## src/rtl/multicycle_ctrl.sv

```systemverilog
// rtl/multicycle_ctrl.sv - multi-cycle fetch/decode/execute sequencer for ADD, ADDI, BEQ and BNE
module multicycle_ctrl #(
   parameter logic [31:0] RESET_PC = 32'h0000_0000
) (
   input  logic        clk,
   input  logic        rst_n,
   output logic        imem_req,
   output logic [31:0] imem_addr,
   input  logic        imem_ack,
   input  logic [31:0] imem_rdata,
   output logic [4:0]  rs1,
   output logic [4:0]  rs2,
   output logic [4:0]  rd,
   output logic [31:0] imm_op,
   output logic        alu_src,
   output logic        alu_ctrl,
   output logic        reg_write,
   input  logic        eq_in,
   output logic [31:0] pc,
   output logic [31:0] instret,
   output logic        trap
);
   typedef enum logic [2:0] {IDLE, FETCH, DECODE, EXEC, WB, TRAP} state_t;

   state_t      state;
   logic [31:0] ir;
   logic        is_branch;
   logic        is_bne;

   logic [6:0]  opcode;
   logic [2:0]  funct3;
   logic [6:0]  funct7;
   logic        dec_addi;
   logic        dec_add;
   logic        dec_branch;
   logic [31:0] imm_i;
   logic [31:0] imm_b;
   logic [31:0] br_target;
   logic        br_taken;

   assign opcode     = ir[6:0];
   assign funct3     = ir[14:12];
   assign funct7     = ir[31:25];
   assign dec_addi   = (opcode == 7'b0010011) && (funct3 == 3'b000);
   assign dec_add    = (opcode == 7'b0110011) && (funct3 == 3'b000) && (funct7 == 7'b0000000);
   assign dec_branch = (opcode == 7'b1100011) && (funct3[2:1] == 2'b00);
   assign imm_i      = {{20{ir[31]}}, ir[31:20]};
   assign imm_b      = {{19{ir[31]}}, ir[31], ir[7], ir[30:25], ir[11:8], 1'b0};

   // Decode outputs are already registered by EXEC, so branch resolution uses them directly
   assign br_taken   = is_bne ? !eq_in : eq_in;
   assign br_target  = pc + imm_op;
   assign imem_addr  = pc;

   always_ff @(posedge clk) begin
      if (!rst_n) begin
         state     <= IDLE;
         pc        <= RESET_PC;
         instret   <= 32'd0;
         imem_req  <= 1'b0;
         reg_write <= 1'b0;
         trap      <= 1'b0;
         rs1       <= 5'd0;
         rs2       <= 5'd0;
         rd        <= 5'd0;
         imm_op    <= 32'd0;
         alu_src   <= 1'b0;
         alu_ctrl  <= 1'b0;
         ir        <= 32'd0;
         is_branch <= 1'b0;
         is_bne    <= 1'b0;
      end else begin
         reg_write <= 1'b0;
         case (state)
            IDLE: begin
               imem_req <= 1'b1;
               state    <= FETCH;
            end
            FETCH: begin
               if (imem_ack) begin
                  ir       <= imem_rdata;
                  imem_req <= 1'b0;
                  state    <= DECODE;
               end
            end
            DECODE: begin
               if (dec_addi || dec_add || dec_branch) begin
                  rs1       <= ir[19:15];
                  rs2       <= ir[24:20];
                  rd        <= ir[11:7];
                  imm_op    <= dec_branch ? imm_b : (dec_addi ? imm_i : 32'd0);
                  alu_src   <= dec_addi;
                  alu_ctrl  <= dec_branch;
                  is_branch <= dec_branch;
                  is_bne    <= funct3[0];
                  state     <= EXEC;
               end else begin
                  trap  <= 1'b1;
                  state <= TRAP;
               end
            end
            EXEC: begin
               if (is_branch) begin
                  // A taken branch to a non-word-aligned target traps with the PC left intact
                  if (br_taken && br_target[1]) begin
                     trap  <= 1'b1;
                     state <= TRAP;
                  end else begin
                     pc       <= br_taken ? br_target : pc + 32'd4;
                     instret  <= instret + 32'd1;
                     imem_req <= 1'b1;
                     state    <= FETCH;
                  end
               end else begin
                  reg_write <= (rd != 5'd0);
                  state     <= WB;
               end
            end
            WB: begin
               pc       <= pc + 32'd4;
               instret  <= instret + 32'd1;
               imem_req <= 1'b1;
               state    <= FETCH;
            end
            TRAP: begin
               imem_req <= 1'b0;
               trap     <= 1'b1;
            end
            default: state <= IDLE;
         endcase
      end
   end
endmodule
```

## config.mk

```make
export PLATFORM = sky130hd
export DESIGN_NAME = multicycle_ctrl
export DESIGN_NICKNAME = d
export VERILOG_FILES = /design/src/rtl/multicycle_ctrl.sv
export SDC_FILE = /design/constraint.sdc
export NUM_CORES = 1
export LEC_CHECK = 0
export ABC_CLOCK_PERIOD_IN_PS = 3700
export BUFFER_PORTS_ARGS = -buffer_cell sky130_fd_sc_hd__buf_2
export CAP_MARGIN = 15
export CORE_AREA = 5 5 127 129
export CTS_CLUSTER_SIZE = 25
export DETAILED_ROUTE_END_ITERATION = 7
export DIE_AREA = 0 0 132 134
export PLACE_DENSITY = 0.8
export SYNTH_ARGS = -nofsm -noshare
export SYNTH_HDL_FRONTEND = slang
export SYNTH_SLANG_ARGS = --single-unit
```

## constraint.sdc

```tcl
create_clock -name clk -period 3.7 [get_ports clk]
set_input_delay 0.185 -clock clk [delete_from_list [all_inputs] [get_ports clk]]
set_output_delay 0.185 -clock clk [all_outputs]
set_load 0.01 [all_outputs]
```

## Word-level counts from Yosys, hierarchy flattened

Index checks and enable logic that the tools add are counted.

- Logic and storage cells: 80
- Register bits after elaboration: 152
- Input port bits: 36

- Bitwise gates (word level): 3
- Eq/ne operators: 13
- Multiplexer cells: 23
- Add/sub/neg operators: 3
- Reduce and logical (&&, ||, !) cells: 24

Operators by type and width:

| operator | count |
|---|---|
| $mux W32 | 7 |
| $pmux W32 S2 | 2 |
| $add A32 B1 Y32 const B | 1 |
| $add A32 B3 Y32 const B | 1 |
| $add A32 B32 Y32 | 1 |
| $pmux W3 S5 | 1 |
| $mux W3 | 4 |
| $ne A2 B2 Y1 const B | 5 |
| $reduce_and A4 Y1 | 2 |
| $eq A7 B5 Y1 const B | 1 |
| $eq A7 B6 Y1 const B | 1 |
| $eq A7 B7 Y1 const B | 1 |
| $logic_not A7 Y1 | 1 |
| $mux W1 | 7 |
| $eq A3 B2 Y1 const B | 2 |
| $eq A3 B3 Y1 const B | 2 |
| $logic_not A3 Y1 | 2 |
| $reduce_and A2 Y1 | 3 |
| $logic_and A1 B1 Y1 | 5 |
| $reduce_bool A5 Y1 | 1 |
| $pmux W1 S4 | 1 |
| $reduce_bool A4 Y1 | 1 |
| $eq A3 B1 Y1 const B | 1 |
| $not A1 Y1 | 3 |
| 9 further kinds | 10 |

## Logic depth before layout (Yosys ltp)

- Depth in word-level cells: 7
- Gate-level depth with buffers: 11
- Mapped depth without buffers: 11

## Worst setup path after synthesis

OpenSTA, ideal clock, no wires.

- Path kind: reg2reg
- Start point: register imm_op[30] (netlist name)
- End point: register pc[29], in the netlist imem_addr[29]
- Required time: 3.619 ns
- Path slack: 0.627 ns
- Setup time: 0.081 ns
- Stages on the path, launching flop included: 10
- Arrival time: 2.992 ns
- Path through: dfxtp_1 ha_1 a21oi_1 o21ai_0 a2111oi_2 o31ai_2 a31oi_4 o21ai_2 a41o_1 a41oi_1

RTL lines:

| item | line | source |
|---|---|---|
| end signal: assignment | 109 | `pc <= br_taken ? br_target : pc + 32'd4;` |
| end signal: assignment | 120 | `pc <= pc + 32'd4;` |
| end: declaration | 19 | `output logic [31:0] pc,` |

==> summary.txt <==
Placement
  – Dpl hpwl: 15880 um
  – Placer Congestion: between 0.9 and 1
  – DP Worst Slack: 0.9017 ns
  – Placed cell areas: 8623 um^2
  – Port Buffers: approximately 180
  – Placed cell count: between 1000 and 1500

Global routing
  – Vias in the first global route: between 7000 and 8000
  – First-pass GRT wire length: between 30000 and 40000 um
  – Global route overflow: 0
  – Largest net degree at the start of global routing: between 50 and 60
  – Gr usage total: 0.2376
  – Initial antenna violation count: 0

Synthesis
  – Syn avg cell area: ~8 um^2
  – Ranking of synthesized cells by area: dfxtp_1, nand2_1, a21oi_1, ha_1, buf_4
  – Seq/Total Area, Yosys: 0.3350
  – Top cell type's share of synthesized area: 0.3350
  – Post-synth EDFFs: 0
  – Ys async rst share: 0
  – Yosys warning count: 0
  – Post-synthesis mux area share: 0.003778
  – Post-synthesis adder-cell area fraction: 0.05446
  – Post-Synth Simple-Gate Area: 0.2386
  – Mapped Cells: slightly above 1000
  – Primary FF master, synth: dfxtp_1
  – XOR/XNOR Fraction of Synth Area: 0.05840
  – Leading area contributor after synthesis: dfxtp_1
  – Post-synthesis compound-gate area fraction: 0.2292
  – Largest family of logic cells by synthesized area: simple AND/OR/NAND/NOR gates
  – Syn nets: roughly 1100
  – FF+latch count, synth: roughly 130
  – Netlist cell types: 67
  – Post-Synthesis Cell Area: just under 8000 um^2

Pwr
  – Leak: between 4 and 5 nW
  – Total power draw: 3.293 mW
  – Pwr dens: 357.3 nW/um^2
  – VDD IR max: roughly 0.00032 V

Finish
  – Nets: 1209
  – Commonest non-fill, non-tap cell in the layout: buf_2
  – Area delta synth->final: 15.95%
  – Post-route cell area: between 9000 and 10000 um^2
  – Antenna Cells: 0
  – Finished Layout Cells: around 1300
  – Commonest cells after routing, fill and taps aside: buf_2, nand2_1, dfxtp_1
  – Fraction of layout cells with a size suffix above 1: 0.2083
  – # fillers: 1363

Timing
  – Max-slew violation count: 0
  – Fmax achieved: roughly 0.35 GHz
  – Finish-stage setup viols: 0
  – Min Tclk post-route: between 2 and 3 ns
  – RSZ-0062 raised after global routing: no
  – Final worst slack: around 0.87 ns
  – Actual slew at the worst max-slew pin: about 1.1 ns
  – Setup_tns: 0 ns
  – Rel. slew slack: 0.2494
  – Worst Skew: 0.01017 ns
  – Final Hold Viols: 0
  – Fin crit share: 0.7657

Clock tree
  – H-tree levels: 4
  – Skew-Pair Late Insertion Delay: around 0.42 ns
  – Setup bufs post-CTS: 0
  – Root Buffer: clkbuf_16
  – CTS buffer count: 17
  – CTS-repair resized insts: 0
  – Worst-path clk slew: ~0.060 ns
  – CTS tree: built
  – Max Root-Sink Buffers: 2
  – # hold bufs at CTS: 3
  – # clock sinks: roughly 130

Critical path
  – FF-to-FF Start: imm_op[30]
  – Beginning of the critical path: imm_op[30]
  – Crit path DAT: around 3.2 ns
  – Worst Path Max Fanout: 39
  – CP Capture Type: register
  – R2R setup slack: approximately 0.87 ns
  – Worst R2R End: imem_addr[29]
  – Critical path class: reg2reg
  – CP startpoint kind: register
  – Reg2reg path depth: 10
  – CP Data Required Time: slightly above 4 ns

Route
  – Drt pass-1 iters: 5
  – Routed vias/inst: roughly 5.8
  – Post-DRT Antenna Nets: 0
  – Number of remaining DRC errors: 0
  – WL per Instance: between 15 and 20 um
  – Total number of vias: about 7800
  – Post-Route WL: about 22000 um
  – Number of DRC markers in iteration 0: around 600

Die
  – Initial Utilization: 0.5327
  – Core area: ~15000 um^2
  – Vert. Die Dim: 134 um
  – Die extent in x: about 130 um
  – Core Rows: 45
  – Die footprint: ~18000 um^2
  – Ports: between 150 and 200

Hold path
  – Hold Crit Depth: 3
  – Worst Hold Class: in2reg
  – Hold-critical path endpoint: ir[15]
  – Hold Startpoint: imem_rdata[15]

Run status
  – Status: completed

Flow run
  – Maxcap violations: 0
## state kept, by name, summed over array words and instances (netlist names), 3 cells and up
name	count
imem_addr	32
instret	32
ir	32
imm_op	13
rd	5
rs1	5
rs2	5
state	3
## worst max-delay path, stage by stage (launching register included)
cell and delay [ns]:
dfxtp_1 0.40, buf_4 0.39, ha_1 0.39, a21o_1 0.23
a21o_1 0.18, a21oi_1 0.24, o31ai_2 0.14, a31oi_4 0.25
o21ai_2 0.14, a41o_1 0.25, a41oi_1 0.14
## power by group
group	leakage, nW	switching (mW)	internal [mW]
logic	2.75	0.112	0.0717
clock network	0.271	0.673	0.950
registers	1.08	0.0280	1.46
total	4.09	0.813	2.48
## area by class of cell
type / instances / area, um^2 / area share
Inverter: 12 / 45.04 / 0.004887
Timing Repair Buffer: 200 / 1051 / 0.1140
Sequential cell: 133 / 2663 / 0.2889
Multi-Input combinational cell: 775 / 4659 / 0.5056
Clock buffer: 19 / 442.9 / 0.04806
Tap cell: 188 / 235.2 / 0.02552
Clock inverter: 13 / 120.1 / 0.01303
## cells by family after synthesis
kind of cell	after synthesis
AND/OR/NAND/NOR	401
AO/OA/AOI/OAI	284
flip-flops	133
buffers and inverters	114
XOR/XNOR	53
adder cells (fa/ha/maj)	34
multiplexers	3
## metal layers
layer	vias up	wire length, um	global-route usage
met1	3641	9485	0.3149
met2	289	10090	0.3804
met3	33	1871	0.05851
met5	-	0	0
li1	3809	-	-
met4	0	368	0.07886
## synthesized netlist by cell type (8+ instances only)
cell	number
or3_1	8
a22oi_1	10
inv_1	11
clkbuf_1	42
xnor2_1	31
a211oi_1	8
o211ai_1	9
nand2_1	169
dfxtp_1	133
and3_1	16
nand3_1	37
xor2_1	22
o21ai_0	53
a21oi_1	94
nor3_1	21
nand2b_1	10
nand4_1	17
ha_1	33
a21o_1	14
nor2_1	65
buf_4	51
a21boi_0	39
and2_1	28
## metrics by stage
step	utilization	hold WS [ns]
finish	0.6177	0.01443
global route	0.6177	0.01732
CTS	0.6177	0.003684
detailed placement	0.5779	0.4385
global placement	0.5779	0.4305
floorplan	-	0.3210
## worst max-delay path by stage
stage | cells past startpoint | end | slack (ns)
after floorplan | 9 | imem_addr[29] | 0.63
after global placement | 10 | imem_addr[29] | 0.96
after detailed placement | 10 | imem_addr[29] | 0.90
after CTS | 10 | imem_addr[29] | 0.89
after global routing | 11 | imem_addr[24] | 0.66
final | 10 | imem_addr[29] | 0.87
No activity file was read; power rests on OpenSTA's default activity.
